File: config.mk
export PLATFORM = sky130hd
export DESIGN_NAME = intr_ctrl_multi
export DESIGN_NICKNAME = d
export VERILOG_FILES = /design/src/rtl/intr_ctrl_multi.sv
export SDC_FILE = /design/constraint.sdc
export NUM_CORES = 1
export LEC_CHECK = 0
export ABC_CLOCK_PERIOD_IN_PS = 4850
export BUFFER_PORTS_ARGS = -buffer_cell sky130_fd_sc_hd__buf_4
export CORE_ASPECT_RATIO = 1.2
export CORE_MARGIN = 4
export CORE_UTILIZATION = 38
export DETAILED_ROUTE_END_ITERATION = 12
export GPL_ROUTABILITY_DRIVEN = 0
export HOLD_SLACK_MARGIN = 0.06
export PLACE_DENSITY = 0.61
export SYNTH_ARGS = -nofsm -noshare
export SYNTH_HDL_FRONTEND = slang
export SYNTH_SLANG_ARGS = --single-unit
File: constraint.sdc
create_clock -name clock -period 4.85 [get_ports clock]
set_input_delay 0.7275 -clock clock [delete_from_list [all_inputs] [get_ports clock]]
set_output_delay 0.7275 -clock clock [all_outputs]
set_load 0.02 [all_outputs]
File: src/rtl/intr_ctrl_multi.sv
// Multi-channel interrupt/enable handshake controller: arbitrates NCH request
// lines and services one channel at a time, aborting stuck services on timeout.
module intr_ctrl_multi #(
  parameter int NCH     = 4,
  parameter int TIMEOUT = 8,
  parameter int CNT_W   = 4,
  parameter bit RR_EN   = 1'b1,
  localparam int IW     = $clog2(NCH)
) (
  input  logic           clock,
  input  logic           reset_n,
  input  logic [NCH-1:0] eql,
  input  logic           cont_eql,
  output logic [1:0]     cc_mux,
  output logic [1:0]     uscite,
  output logic           enable_count,
  output logic           ackout,
  output logic [NCH-1:0] grant,
  output logic [IW-1:0]  chan_id,
  output logic           timeout_err
);

  localparam logic [2:0] INIT   = 3'd0;
  localparam logic [2:0] WAIT   = 3'd1;
  localparam logic [2:0] INTR_1 = 3'd2;
  localparam logic [2:0] ENIN   = 3'd3;
  localparam logic [2:0] ENIN_W = 3'd4;
  localparam logic [2:0] INTR   = 3'd5;
  localparam logic [2:0] INTR_W = 3'd6;

  logic [2:0]       st, st_n;
  logic [IW-1:0]    cur, cur_n, last, last_n, pick;
  logic [CNT_W-1:0] cnt, cnt_n;
  logic [1:0]       cc_n, us_n;
  logic             en_n, terr_n, any, req, tmo, svc_n;
  logic [NCH-1:0]   grant_n;
  int               k;

  assign any = |eql;
  assign req = eql[cur];
  assign tmo = (cnt == CNT_W'(TIMEOUT - 1));

  // Walk the search order backwards so the earliest hit is the last assignment.
  always_comb begin
    pick = '0;
    k    = 0;
    for (int i = NCH - 1; i >= 0; i--) begin
      k = RR_EN ? (int'(last) + 1 + i) % NCH : i;
      if (eql[IW'(k)]) pick = IW'(k);
    end
  end

  always_comb begin
    st_n   = st;
    cur_n  = cur;
    last_n = last;
    cnt_n  = '0;
    cc_n   = cc_mux;
    us_n   = uscite;
    en_n   = ~cont_eql;
    terr_n = 1'b0;
    case (st)
      INIT: begin
        st_n = WAIT; us_n = 2'b01; cc_n = 2'b01;
      end
      WAIT, INTR_1: begin
        if (any) begin
          cur_n = pick; us_n = 2'b00; cc_n = 2'b11;
          st_n  = (st == WAIT) ? ENIN : INTR;
        end else begin
          us_n = 2'b01;
          cc_n = (st == WAIT) ? 2'b10 : 2'b01;
          st_n = (st == WAIT) ? INTR_1 : WAIT;
        end
      end
      ENIN, ENIN_W, INTR, INTR_W: begin
        if (req && tmo) begin
          st_n = WAIT; us_n = 2'b01; cc_n = 2'b01; last_n = cur; terr_n = 1'b1;
        end else if (req) begin
          cnt_n = cnt + 1'b1;
          case (st)
            ENIN, INTR: begin us_n = 2'b00; cc_n = 2'b11; end
            ENIN_W:     begin us_n = 2'b01; cc_n = 2'b01; end
            default:    begin us_n = 2'b11; cc_n = 2'b10; end
          endcase
        end else begin
          case (st)
            ENIN: begin
              st_n = ENIN_W; us_n = 2'b01; cc_n = 2'b01; en_n = 1'b1;
            end
            INTR: begin
              st_n = INTR_W; us_n = 2'b11; cc_n = 2'b10;
            end
            default: begin
              st_n = WAIT; us_n = 2'b01; cc_n = 2'b01; last_n = cur;
            end
          endcase
        end
      end
      default: st_n = INIT;
    endcase
  end

  assign svc_n = (st_n == ENIN) || (st_n == ENIN_W) || (st_n == INTR) || (st_n == INTR_W);

  for (genvar i = 0; i < NCH; i++) begin : g_grant
    assign grant_n[i] = svc_n && (cur_n == IW'(i));
  end

  always_ff @(posedge clock or negedge reset_n) begin
    if (!reset_n) begin
      st           <= INIT;
      cur          <= '0;
      last         <= IW'(NCH - 1);
      cnt          <= '0;
      cc_mux       <= '0;
      uscite       <= '0;
      enable_count <= 1'b0;
      ackout       <= 1'b0;
      grant        <= '0;
      chan_id      <= '0;
      timeout_err  <= 1'b0;
    end else begin
      st           <= st_n;
      cur          <= cur_n;
      last         <= last_n;
      cnt          <= cnt_n;
      cc_mux       <= cc_n;
      uscite       <= us_n;
      enable_count <= en_n;
      ackout       <= en_n;
      grant        <= grant_n;
      if (svc_n) chan_id <= cur_n;
      timeout_err  <= terr_n;
    end
  end

endmodule

### Yosys cells after proc, flatten, opt, wreduce, memory -nomap -nowiden

Index checks and enable logic that the tools add are counted.

* register bits after elaboration: 23
* input bits: 7
* output and inout port bits: 13
* word-level logic and storage cells: 105

* $add $sub $neg: 5
* magnitude comparators: 5
* eq/ne operators: 16
* muxes and demuxes: 52
* bitwise operators: 1
* reduce and logical (&&, ||, !) cells: 16

Operator list (count)
* 2-to-1 mux 2 bit: 18
* equality test 3 bit, second input constant: 6
* less-than comparator 2 x 4 -> 1 bit, second input constant: 4
* 2-to-1 mux 1 bit: 16
* 2-to-1 mux 3 bit: 4
* 2-to-1 mux 4 bit: 3
* case mux 2 bit (3 select lines): 2
* binary-select mux 1 bit (select 2 bit): 5
* equality test 3 x 2 -> 1 bit, second input constant: 3
* case mux 3 bit (3 select lines): 1
* case mux 2 bit (2 select lines): 2
* OR reduction 4 bit: 2
* case mux 3 bit (2 select lines): 1
* logical AND 1 bit: 5
* adder 2 x 1 -> 2 bit, second input constant: 2
* adder 2 bit, second input constant: 2
* adder 4 x 1 -> 4 bit, second input constant: 1
* equality test 2 bit, second input constant: 2
* equality test 4 x 3 -> 1 bit, second input constant: 1
* inequality test 2 x 1 -> 1 bit, second input constant: 2
* OR reduction 2 bit: 2
* equality test 3 x 1 -> 1 bit, second input constant: 1
* zero test 3 bit: 1
* logical OR 1 bit: 3
* 6 further kinds: 6

### Logic depth before layout (Yosys ltp)

* depth after elaboration: 13
* gate-level depth with buffers: 6
* mapped depth without buffers: 6

### Worst setup path after synthesis

Ideal clock, no wire load.

* path type: input -> register
* start: input eql[3]
* end: register chan_id[0]
* library setup time: 0.125 ns
* data arrival time: 2.137 ns
* data required time: 4.725 ns
* path slack: 2.588 ns
* stages on the path: 5
* cells stage by stage: mux4_2 > nor2b_4 > o221a_2 > nor2_4 > mux2_4

* word-level cells in the longest chain between the ends: 9

Ends and longest elaborated chain
* from (decl): RTL line 12 `input logic [NCH-1:0] eql,`
* binary-select mux 1 bit (select 2 bit), on equally long branches: RTL line 40, 49
* 2-to-1 mux 1 bit, on equally long branches: RTL line 40, 49
* 2-to-1 mux 3 bit (tied with other cells): RTL line 79 `end else if (req) begin`
* 2-to-1 mux 3 bit / 2-to-1 mux 2 bit (equally long branches): RTL line 77, 49
* case mux 3 bit (3 select lines) / 2-to-1 mux 2 bit (equally long branches): RTL line 62, 49
* equality test 3 x 2 -> 1 bit (tied with other cells): RTL line 104 `assign svc_n = (st_n == ENIN) || (st_n == ENIN_W) || (st_n == INTR) || (st_n == INTR_W);`
* logical OR 1 bit / 2-to-1 mux 2 bit (equally long branches): RTL line 104, 49
* logical OR 1 bit / 2-to-1 mux 2 bit (equally long branches): RTL line 104, 67
* logical OR 1 bit / 2-to-1 mux 2 bit (equally long branches): RTL line 104, 62
* to (signal assigned): RTL line 133 `if (svc_n) chan_id <= cur_n;`
* to (decl): RTL line 19 `output logic [IW-1:0] chan_id,`

Parallel ways exist; a longest one is shown, timed or not. The select of a mux whose other input is x is not followed.
A chain may end at the register's enable or synchronous reset.

### Worst setup path in the final report

Same ends and word-level chain as after synthesis.

==> impl_metrics.py <==
metrics = {
    "synthesis": {
        "yosys.area.top_type_share": 0.4290,
        "synth-seq-area-share": 0.4719,
        "syn-num-nets": 127,
        "synth_seq_cells": 23,
        "synth_warnings": 0,
        "postSynthAreaPerCell_um2": 10.29,
        "synth_area_leaders": "dfrtp_1, dfstp_2, mux2_4",
        "synthFlopType": "dfrtp_1",
        "synth_area_leader_cell": "dfrtp_1",
        "syn-instance-count": 119,
        "synth_cell_type_count": 39,
        "async_flop_share": 1.000,
        "synth_edf_count": 0,
        "syn_area_mm2": 0.001225,
    },
    "clocking": {
        "cts_tree": "yes",
        "cts_max_level": 1,
        "clk_latency_ps": 310,
        "cts_setup_buffers": 0,
        "cts_max_path_buffers": 2,
        "root_buffer": "clkbuf_4",
        "cts-buffers-inserted": 3,
        "cts_hold_buf": 0,
        "clkTransAtPathRegs_ps": 120,
        "cts.sinks": 23,
        "cts-resized-gates": 0,
    },
    "setup_path": {
        "cpMaxStageDelayCell": "mux4_2",
        "reg2reg_depth": 5,
        "startpoint_type": "input port",
        "cp-end-kind": "flop",
        "cp.arrival_ps": 2400,
        "slowest_delay_ps": 580,
        "path_max_fanout": 9,
        "reg2reg_slack_ps": 2740,
        "cp_cell_sequence": "buf_4 > mux4_2 > and2_4 > a221oi_4 > nor2_4 > mux2_4",
        "crit_required_ps": 5060,
        "path_class": "in -> reg",
    },
    "drt": {
        "firstDrtPassIters": 4,
        "vias": 959,
        "final_antenna_net_count": 0,
        "route.met2.wl_um": 1182,
        "wirelength_um": 2393,
        "m1WireLength_um": 1035,
        "wl_per_cell_um": 13.83,
        "drc": 0,
        "drt-vias-per-instance": 5.543,
        "highest_layer": "met4",
        "drt_iter0_drc": 16,
        "met3_length_um": 141,
    },
    "power_and_ir_drop": {
        "ir_worst_vdd_mv": 0.3909,
        "p_sw_uw": 405.1,
        "p_int_uw": 549.2,
        "total_leakage_power_uw": 0.0006354,
        "pwr-share-comb": 0.527,
        "p_clk_frac": 0.091,
        "p_seq_frac": 0.381,
        "p_sw_frac": 0.4245,
        "power.density_mw_per_mm2": 673.8,
    },
    "layout": {
        "regArea_um2": 578.1,
        "fin_nets": 146,
        "antenna_cells": 0,
        "nFillCells": 308,
        "area_growth_pct": 15.63,
        "drive_gt1_frac": 0.2628,
        "fin_area_mm2": 0.001416,
        "multi_input_area_um2": 609.3,
    },
    "grt": {
        "grt_max_degree": 24,
        "grt_pass1_vias": 977,
        "grt_pass1_wl_um": 4202,
        "grt_use_total": 0.1255,
        "grt_antenna_before_repair": 0,
        "grt_overflow_total": 0,
    },
    "timing": {
        "final.setup_skew_ps": 7.868,
        "relSlewSlack": 0.6151,
        "final_hold_viol_count": 0,
        "worst_hold_slack_ps": 289.1,
        "tns_ps": 0,
        "setup_ws_ps": 2659,
        "worst_slew_pin_slew_ps": 577.4,
        "slew_viol_final": 0,
        "setup_viol": 0,
        "period_share": 0.4518,
        "clock.fmax_mhz": 456.4,
        "min_period_ps": 2191,
        "rsz0062_at_grt": "no",
    },
    "hold_path": {
        "hp-class": "in -> async",
    },
    "die": {
        "die_area_mm2": 0.004200,
        "dieWidth_um": 59.83,
        "start_util": 0.3973,
        "core-area_mm2": 0.003083,
        "dieHeight_um": 70.20,
        "io_pins": 20,
        "placementRows": 22,
    },
    "place": {
        "hpwlAfterDp_um": 1760,
        "dp_slack_ps": 2338,
        "placed_area_mm2": 0.001390,
        "io_buffers": 19,
    },
    "outcome": {
        "status": "finished clean",
    },
    "flow_run": {
        "maxCapViolCount": 0,
    },
}
==> state kept, by name (all words and copies together) (netlist names) <==
signal	flops
chan_id	2
cur	2
st	3
uscite	2
last	2
cc_mux	2
grant	4
timeout_err	1
ackout	1
cnt	4
==> power by group through the flow <==
stage	clock network (µW)	logic (µW)	registers [µW]
after floorplan	0	375	363
after global placement	0	498	363
after detailed placement	0	504	368
after CTS	92.7	509	364
after global routing	98.5	563	377
final	86.9	503	364
==> worst max-delay path: cells and delay by family <==
| family | cells | cell delay [ps] |
|---|---|---|
| mux | 2 | 880 |
| compound gates | 1 | 350 |
| simple gates | 2 | 320 |
| buf+inv | 1 | 130 |
==> cells in the final DEF (no fill, tap or decap), types with 2 or more instances in the layout <==
master / instances
buf_4: 19
nor4_1: 2
nand2b_1: 3
o22ai_1: 2
xnor2_1: 3
dfstp_2: 2
mux2_4: 3
o221ai_1: 2
inv_1: 4
o21ai_0: 8
clkbuf_4: 3
a21oi_1: 8
mux2_2: 2
or2b_1: 4
a31oi_1: 3
nor2_1: 12
nand2_1: 10
dfrtp_1: 21
a22o_1: 2
mux2i_1: 2
and3_1: 3
==> synth_stat cells (all sizes together) (2+ instances only) <==
master  instances
a31oi           3
clkbuf          4
o21ai           8
nor4            2
dfrtp          21
a21oi           8
or2b            4
inv             4
o22ai           2
nor2b           2
dfstp           2
nand2b          3
xnor2           3
mux2i           2
and3            3
mux2            5
a22o            2
o221ai          2
nor2           13
nand2          10
==> kinds of logic after synthesis <==
family / count (synthesis) / synth area share
buffers and inverters: 9 / 0.03064
flip-flops: 23 / 0.4719
XOR/XNOR: 4 / 0.02861
adder cells (fa/ha/maj): 1 / 0.01021
AND/OR/NAND/NOR: 43 / 0.1931
multiplexers: 8 / 0.08988
AO/OA/AOI/OAI: 31 / 0.1757
==> per-layer routing <==
metal  vias to the layer above  track usage
met4                         0      0.03695
met3                         5      0.02403
met5                         -            0
met1                       464       0.1636
li1                        459            -
met2                        31       0.2055
==> metrics by stage <==
| stage | std cells | utilization | total power (µW) |
|---|---|---|---|
| after floorplan | 119 | - | 737.7 |
| after global placement | 169 | 0.4509 | 860.6 |
| after detailed placement | 169 | 0.4509 | 872.3 |
| after CTS | 173 | 0.4594 | 965.6 |
| after global routing | 173 | 0.4594 | 1039 |
| final | 173 | 0.4594 | 954.3 |
==> area by class of cell <==
class,instances,share of cell area
clock buffer,4,0.01855
multi-input combinational,87,0.4302
sequential,23,0.4081
inverter,4,0.01060
tap,36,0.03180
timing repair buffer,19,0.1007
==> worst paths after layout <==
check                                       from                     end
worst max-delay path                      eql[3]  chan_id[0]$_DFFE_PN0P_
worst min-delay path                     reset_n      grant[2]$_DFF_PN0_
worst max register to register  cur[0]$_DFF_PN0_  chan_id[0]$_DFFE_PN0P_
worst min register to register  cnt[0]$_DFF_PN0_        cnt[0]$_DFF_PN0_
max in group asynchronous                reset_n     last[0]$_DFFE_PN1P_
min in group clock              cnt[0]$_DFF_PN0_        cnt[0]$_DFF_PN0_
No activity file was read; power rests on OpenSTA's default activity.
